$ cat config.mk
export PLATFORM = sky130hd
export DESIGN_NAME = lif_tdm_scheduler_flat
export DESIGN_NICKNAME = d
export VERILOG_FILES = /design/src/rtl/lif_tdm_scheduler_if.sv /design/src/rtl/lif_tdm_scheduler.sv /design/src/flat_wrapper.sv
export SDC_FILE = /design/constraint.sdc
export NUM_CORES = 1
export LEC_CHECK = 0
export ABC_AREA = 0
export CAP_MARGIN = 15
export CORE_MARGIN = 1.5
export CORE_UTILIZATION = 60
export DETAILED_ROUTE_END_ITERATION = 7
export GPL_ROUTABILITY_DRIVEN = 0
export GPL_TIMING_DRIVEN = 0
export PLACE_DENSITY = 0.94
export SLEW_MARGIN = 20
export SYNTH_ARGS = -nofsm -noshare
export SYNTH_HDL_FRONTEND = slang
export SYNTH_SLANG_ARGS = --single-unit
$ cat constraint.sdc
create_clock -name clk_i -period 12.4 [get_ports clk_i]
set_input_delay 1.24 -clock clk_i [delete_from_list [all_inputs] [get_ports clk_i]]
set_output_delay 1.24 -clock clk_i [all_outputs]
set_load 0.01 [all_outputs]
$ cat src/rtl/lif_tdm_scheduler_if.sv
// Spike-event stream between the scheduler's event FIFO and its consumer.
interface lif_tdm_scheduler_if #(
    parameter int unsigned NUM_NEURONS = 4
) ();
    localparam int unsigned ID_W = $clog2(NUM_NEURONS);

    logic            evt_valid_o;
    logic [ID_W-1:0] evt_id_o;
    logic            evt_ready_i;

    modport master (output evt_valid_o, output evt_id_o, input evt_ready_i);
    modport slave  (input evt_valid_o, input evt_id_o, output evt_ready_i);
endinterface

$ cat src/rtl/lif_tdm_scheduler.sv
// Time-multiplexed leaky integrate-and-fire scheduler: one shared update
// datapath walks all virtual neurons once per timestep tick, reports a spike
// vector per timestep and streams fired neuron IDs through a small FIFO.
module lif_tdm_scheduler #(
    parameter int unsigned NUM_NEURONS = 4,
    parameter int unsigned LEAK_SHIFT  = 3,
    parameter logic [7:0]  THRESHOLD   = 8'd200,
    parameter int unsigned REFRACTORY  = 2,
    parameter int unsigned FIFO_DEPTH  = 4
) (
    input  logic                              clk_i,
    input  logic                              reset,
    input  logic                              tick_i,
    input  logic [8*NUM_NEURONS-1:0]          current_i,
    input  logic [$clog2(NUM_NEURONS)-1:0]    sel_i,
    output logic [7:0]                        nu_o,
    output logic [NUM_NEURONS-1:0]            spike_o,
    output logic                              busy_o,
    output logic                              done_o,
    output logic                              ovf_o,
    output logic                              tick_miss_o,
    lif_tdm_scheduler_if.master               evt
);
    localparam int unsigned ID_W = $clog2(NUM_NEURONS);
    localparam int unsigned RW   = (REFRACTORY < 1) ? 1 : $clog2(REFRACTORY + 1);
    localparam int unsigned AW   = $clog2(FIFO_DEPTH);
    localparam int unsigned PW   = AW + 1;
    localparam logic [RW-1:0]   REFR_LOAD = RW'(REFRACTORY);
    localparam logic [ID_W-1:0] LAST_IDX  = ID_W'(NUM_NEURONS - 1);

    typedef enum logic [1:0] {IDLE, UPDATE, DONE} state_t;

    state_t                 state_q, state_d;
    logic [ID_W-1:0]        idx_q, idx_d;
    logic [NUM_NEURONS-1:0] work_q, work_d;
    logic [NUM_NEURONS-1:0] spike_q;
    logic                   load, upd;

    logic [7:0]             cur_q  [NUM_NEURONS];
    logic [7:0]             v_q    [NUM_NEURONS];
    logic [RW-1:0]          refr_q [NUM_NEURONS];

    logic [7:0]             v_cur, c_cur, s_sat, v_new;
    logic [RW-1:0]          r_cur, r_new;
    logic [8:0]             sum9;
    logic                   in_refr, fire;

    logic [ID_W-1:0]        mem_q [FIFO_DEPTH];
    logic [PW-1:0]          wr_q, rd_q;
    logic                   empty, full, push, pop, push_ok, drop;
    logic                   ovf_q, miss_q;

    // LIF update of the currently selected neuron (leak, integrate, saturate, fire)
    always_comb begin
        v_cur   = v_q[idx_q];
        c_cur   = cur_q[idx_q];
        r_cur   = refr_q[idx_q];
        sum9    = {1'b0, v_cur} - {1'b0, (v_cur >> LEAK_SHIFT)} + {1'b0, c_cur};
        s_sat   = sum9[8] ? 8'hFF : sum9[7:0];
        in_refr = (r_cur != '0);
        fire    = !in_refr && (s_sat >= THRESHOLD);
        v_new   = (in_refr || fire) ? '0 : s_sat;
        r_new   = in_refr ? (r_cur - RW'(1)) : (fire ? REFR_LOAD : '0);
    end

    // Sequencer next-state: IDLE -> UPDATE (one neuron per cycle) -> DONE
    always_comb begin
        state_d = state_q;
        idx_d   = idx_q;
        work_d  = work_q;
        load    = 1'b0;
        upd     = 1'b0;
        case (state_q)
            IDLE: begin
                if (tick_i) begin
                    load    = 1'b1;
                    idx_d   = '0;
                    work_d  = '0;
                    state_d = UPDATE;
                end
            end
            UPDATE: begin
                upd = 1'b1;
                if (fire) work_d[idx_q] = 1'b1;
                if (idx_q == LAST_IDX) state_d = DONE;
                else                   idx_d   = idx_q + ID_W'(1);
            end
            DONE:    state_d = IDLE;
            default: state_d = IDLE;
        endcase
    end

    // Sequencer state; spike_o is loaded with the finished vector on entry to DONE
    always_ff @(posedge clk_i) begin
        if (reset) begin
            state_q <= IDLE;
            idx_q   <= '0;
            work_q  <= '0;
            spike_q <= '0;
        end else begin
            state_q <= state_d;
            idx_q   <= idx_d;
            work_q  <= work_d;
            if (upd && (state_d == DONE)) spike_q <= work_d;
        end
    end

    // Per-neuron current snapshot, membrane potential and refractory counters
    always_ff @(posedge clk_i) begin
        if (reset) begin
            for (int unsigned i = 0; i < NUM_NEURONS; i++) begin
                cur_q[i]  <= '0;
                v_q[i]    <= '0;
                refr_q[i] <= '0;
            end
        end else begin
            if (load) begin
                for (int unsigned i = 0; i < NUM_NEURONS; i++) begin
                    cur_q[i] <= current_i[8*i +: 8];
                end
            end
            if (upd) begin
                v_q[idx_q]    <= v_new;
                refr_q[idx_q] <= r_new;
            end
        end
    end

    // Event FIFO control: a pop frees a slot for a simultaneous push even when full
    always_comb begin
        push    = upd && fire;
        empty   = (wr_q == rd_q);
        full    = (wr_q[AW] != rd_q[AW]) && (wr_q[AW-1:0] == rd_q[AW-1:0]);
        pop     = !empty && evt.evt_ready_i;
        push_ok = push && (!full || pop);
        drop    = push && full && !pop;
    end

    // Event FIFO pointers and sticky error flags
    always_ff @(posedge clk_i) begin
        if (reset) begin
            wr_q   <= '0;
            rd_q   <= '0;
            ovf_q  <= 1'b0;
            miss_q <= 1'b0;
        end else begin
            if (push_ok) wr_q <= wr_q + PW'(1);
            if (pop)     rd_q <= rd_q + PW'(1);
            if (drop)    ovf_q <= 1'b1;
            if (tick_i && (state_q != IDLE)) miss_q <= 1'b1;
        end
    end

    // Event FIFO storage
    always_ff @(posedge clk_i) begin
        if (push_ok) mem_q[wr_q[AW-1:0]] <= idx_q;
    end

    assign evt.evt_valid_o = !empty;
    assign evt.evt_id_o    = mem_q[rd_q[AW-1:0]];
    assign nu_o            = v_q[sel_i];
    assign spike_o         = spike_q;
    assign busy_o          = (state_q != IDLE);
    assign done_o          = (state_q == DONE);
    assign ovf_o           = ovf_q;
    assign tick_miss_o     = miss_q;
endmodule

$ cat src/flat_wrapper.sv
// flat-port wrapper written by rule: the top's interface ports become plain ports
module lif_tdm_scheduler_flat 
#(
    parameter int unsigned NUM_NEURONS = 4,
    parameter int unsigned LEAK_SHIFT  = 3,
    parameter logic [7:0]  THRESHOLD   = 8'd200,
    parameter int unsigned REFRACTORY  = 2,
    parameter int unsigned FIFO_DEPTH  = 4
)
  (clk_i, reset, tick_i, current_i, sel_i, nu_o, spike_o, busy_o, done_o, ovf_o, tick_miss_o, evt_evt_valid_o, evt_evt_id_o, evt_evt_ready_i);
  lif_tdm_scheduler_if #(.NUM_NEURONS(NUM_NEURONS)) evt_i ();
  input  logic clk_i;
  input  logic reset;
  input  logic tick_i;
  input  logic [8*NUM_NEURONS-1:0] current_i;
  input  logic [$clog2(NUM_NEURONS)-1:0] sel_i;
  output logic [7:0] nu_o;
  output logic [NUM_NEURONS-1:0] spike_o;
  output logic busy_o;
  output logic done_o;
  output logic ovf_o;
  output logic tick_miss_o;
  output wire logic [$bits(evt_i.evt_valid_o)-1:0] evt_evt_valid_o;
  output wire logic [$bits(evt_i.evt_id_o)-1:0] evt_evt_id_o;
  input wire logic [$bits(evt_i.evt_ready_i)-1:0] evt_evt_ready_i;
  assign evt_evt_valid_o = evt_i.evt_valid_o;
  assign evt_evt_id_o = evt_i.evt_id_o;
  assign evt_i.evt_ready_i = evt_evt_ready_i;
  lif_tdm_scheduler #(.NUM_NEURONS(NUM_NEURONS), .LEAK_SHIFT(LEAK_SHIFT), .THRESHOLD(THRESHOLD), .REFRACTORY(REFRACTORY), .FIFO_DEPTH(FIFO_DEPTH)) u_core (.clk_i(clk_i), .reset(reset), .tick_i(tick_i), .current_i(current_i), .sel_i(sel_i), .nu_o(nu_o), .spike_o(spike_o), .busy_o(busy_o), .done_o(done_o), .ovf_o(ovf_o), .tick_miss_o(tick_miss_o), .evt(evt_i));
endmodule
==> results.ini <==
[timing]
rsz0062_at_grt=no
finalHoldViolCount=0
skew_ns=0.0104
max_freq_mhz=206
setup-tns-final_ns=0
period_share_pct=39.2
min_period_ns=4.86
report.final.slew_viol_count=0
max_slew_margin_pct=40.9
tightest_slew_ns=0.886
setup_viol=0
fin_hold_ws_ns=0.480

[clock_tree]
cts_made_buffers=9
post_cts_resize_count=0
htreeDepth=3
cts.path.max_buffers=2
worst_skew_pair.late_latency_ns=0.38
post_cts_buffers=0
cts_root_buffer=clkbuf_8
cts_hold_buf=0
cts_tree=done
clk_pin_slew_worst_paths_ns=0.10
cts_sinks=104

[route]
drt_iter0_markers=292
vias=3720
ant_nets=0
drc=1
via_per_inst=6.02
wl_mm=11.5
drt_pass1_iterations=8
wl_per_cell_um=18.7

[critical_path]
worstPathArrival_ns=4.97
critPathCaptureType=flop
r2r_slack_ns=7.54
startpoint_type=flop
path_max_fanout=10
cp_data_required_time_ns=12.51
path_class=flop to flop

[floorplanning]
start_util_pct=62.4
fp.dieArea_um2=9740
die_width_um=98.7
rows=34
coreArea_um2=8810
die_h_um=98.7
ioPinCount=57

[placed_design]
io_buffer_count=54
dp_hpwl_mm=8.23

[global_route]
grt_max_degree=33
grt_pass1_wl_mm=18.6
antenna_found_initial=0
grt_overflow=0
grtUsageTotal_pct=25.3
grt_pass1_vias=3761

[layout]
drive_gt1_share_pct=11.8
fill_cells=552
seqCellArea_um2=2880
antennaDiodeCount=0
area_delta_synth_final_pct=15.8
multi_input_area_um2=2360
nets=569

[yosys]
synth_top_family_by_area=simple AND/OR/NAND/NOR gates
ys.flop_type=edfxtp_1
synthesis.area_um2=5490
synthCells=440
synth_compound_area_share_pct=7.13
ys_ff_latch=104
async_flop_share_pct=0
syn_area_per_cell_um2=12.5
yosys_warnings=0
synth_edf_count=80
synth_seq_area_share_pct=52.5
synth_simple_gate_area_share_pct=15.4
syn_nets=504
synth.area.mux_share_pct=12.5
synth_fa_ha_area_share_pct=6.61
synth_xor_area_share_pct=1.28
synth_cell_type_count=59

[run_status]
outcome=complete, but fails checks
violations=design-rule violations

[power_and_ir_drop]
ir_worst_vdd_uv=88.1
power.density_nw_per_um2=138
cellLeakagePower_nw=2.36

[run]
drv_cap=0

[hold_path]
hold_path.class=flop to flop

## critical path, cell delays in order (launching register included)
cell and delay (ns):
dfxtp_1 0.35, buf_6 0.17, buf_1 0.69, mux4_2 0.62
inv_1 0.13, fa_1 0.42, inv_1 0.11, ha_1 0.25
a211oi_2 0.29, nor2_1 0.09, o311a_1 0.37, a311o_4 0.37
o21ai_2 0.32, buf_2 0.30, nor3_1 0.10
## power by group
group	internal (W)	switching [W]	leakage [nW]
sequential	0.000398	0.0000121	1.03
clock	0.0000932	0.000117	0.0872
combinational	0.000112	0.000142	1.24
total	0.000603	0.000271	2.36
## area by class of cell
cell class                 count  area share [%]
buffer                        22            1.59
clock buffer                  11            2.07
clock inverter                 5           0.905
inverter                      41            2.42
multi-input combinational    273            37.1
sequential                   104            45.3
tap                          108            2.13
timing repair buffer          54            8.50
## state kept, by name, summed over array words and instances (netlist names), 3 cells and up, named ones only
| register | cells |
|---|---|
| u_core.mem_q | 8 |
| u_core.work_q | 4 |
| u_core.wr_q | 3 |
| u_core.rd_q | 3 |
| u_core.v_q | 32 |
| u_core.spike_o | 4 |
| u_core.refr_q | 8 |
| u_core.cur_q | 32 |
## synth_stat cells, drive strengths merged, types with 7 or more instances
cell type   n  area share, %
nand3b      7           0.96
dfxtp      24            8.7
o21ai       9           0.96
ha         21            4.8
nor2       35            2.4
clkbuf     14           0.96
nor3       14            1.5
buf         8           0.89
nand3       8           0.73
nor3b       9            1.2
a21oi      11            1.1
inv        41            2.8
nand2      17            1.2
and2       38            4.3
edfxtp     80             44
mux4       28             11
nand2b     11            1.3
## logic make-up after synthesis
group                      Yosys count
and+or+nand+nor                    153
muxes                               33
xor gates and xnor gates             8
adders and majority gates           26
DFF                                104
buffers and inverters               63
AOI/OAI and AO/OA                   53
## path summary, 6_finish.rpt
path                                  start                             end  depth (start not counted)
setup / recovery                       flop  u_core.v_q[0][4]$_SDFFCE_PN0P_                         14
hold / removal    u_core.ovf_o$_SDFFE_PP0P_       u_core.ovf_o$_SDFFE_PP0P_                          2
setup reg to reg                       flop  u_core.v_q[0][4]$_SDFFCE_PN0P_                         14
hold reg to reg   u_core.ovf_o$_SDFFE_PP0P_       u_core.ovf_o$_SDFFE_PP0P_                          2
## placed cells by master (no fill, tap or decap), drive strengths merged, types with 9 or more instances in the layout
cell type      synthesis  layout
edfxtp                80      80
clkdlybuf4s50          0      54
inv                   41      41
and2                  38      38
nor2                  35      35
mux4                  28      28
clkbuf                14      25
dfxtp                 24      24
ha                    21      21
nand2                 17      17
nor3                  14      14
nand2b                11      11
a21oi                 11      11
nor3b                  9       9
o21ai                  9       9
## per-layer routing
| metal | wire length [µm] | up-vias | GRT usage, % |
|---|---|---|---|
| li1 | - | 1719 | - |
| met1 | 4650 | 1825 | 32.5 |
| met2 | 5830 | 156 | 41.7 |
| met3 | 840 | 20 | 5.67 |
| met4 | 210 | 0 | 11.1 |
| met5 | 0 | - | 0 |
## metrics by stage
step	util [%]	instance area (µm²)	instances	setup WS, ns	power, W
after CTS	72.2	6360	618	7.51	0.000873
after detailed placement	70.1	6170	602	7.56	0.000668
after global routing	72.2	6360	618	7.18	0.000915
final	72.2	6360	618	7.54	0.000875
after global placement	70.0	6170	602	7.68	0.000658
after floorplan	-	5490	440	8.25	0.000596
Note: power is estimated with default switching activity, not from simulation.
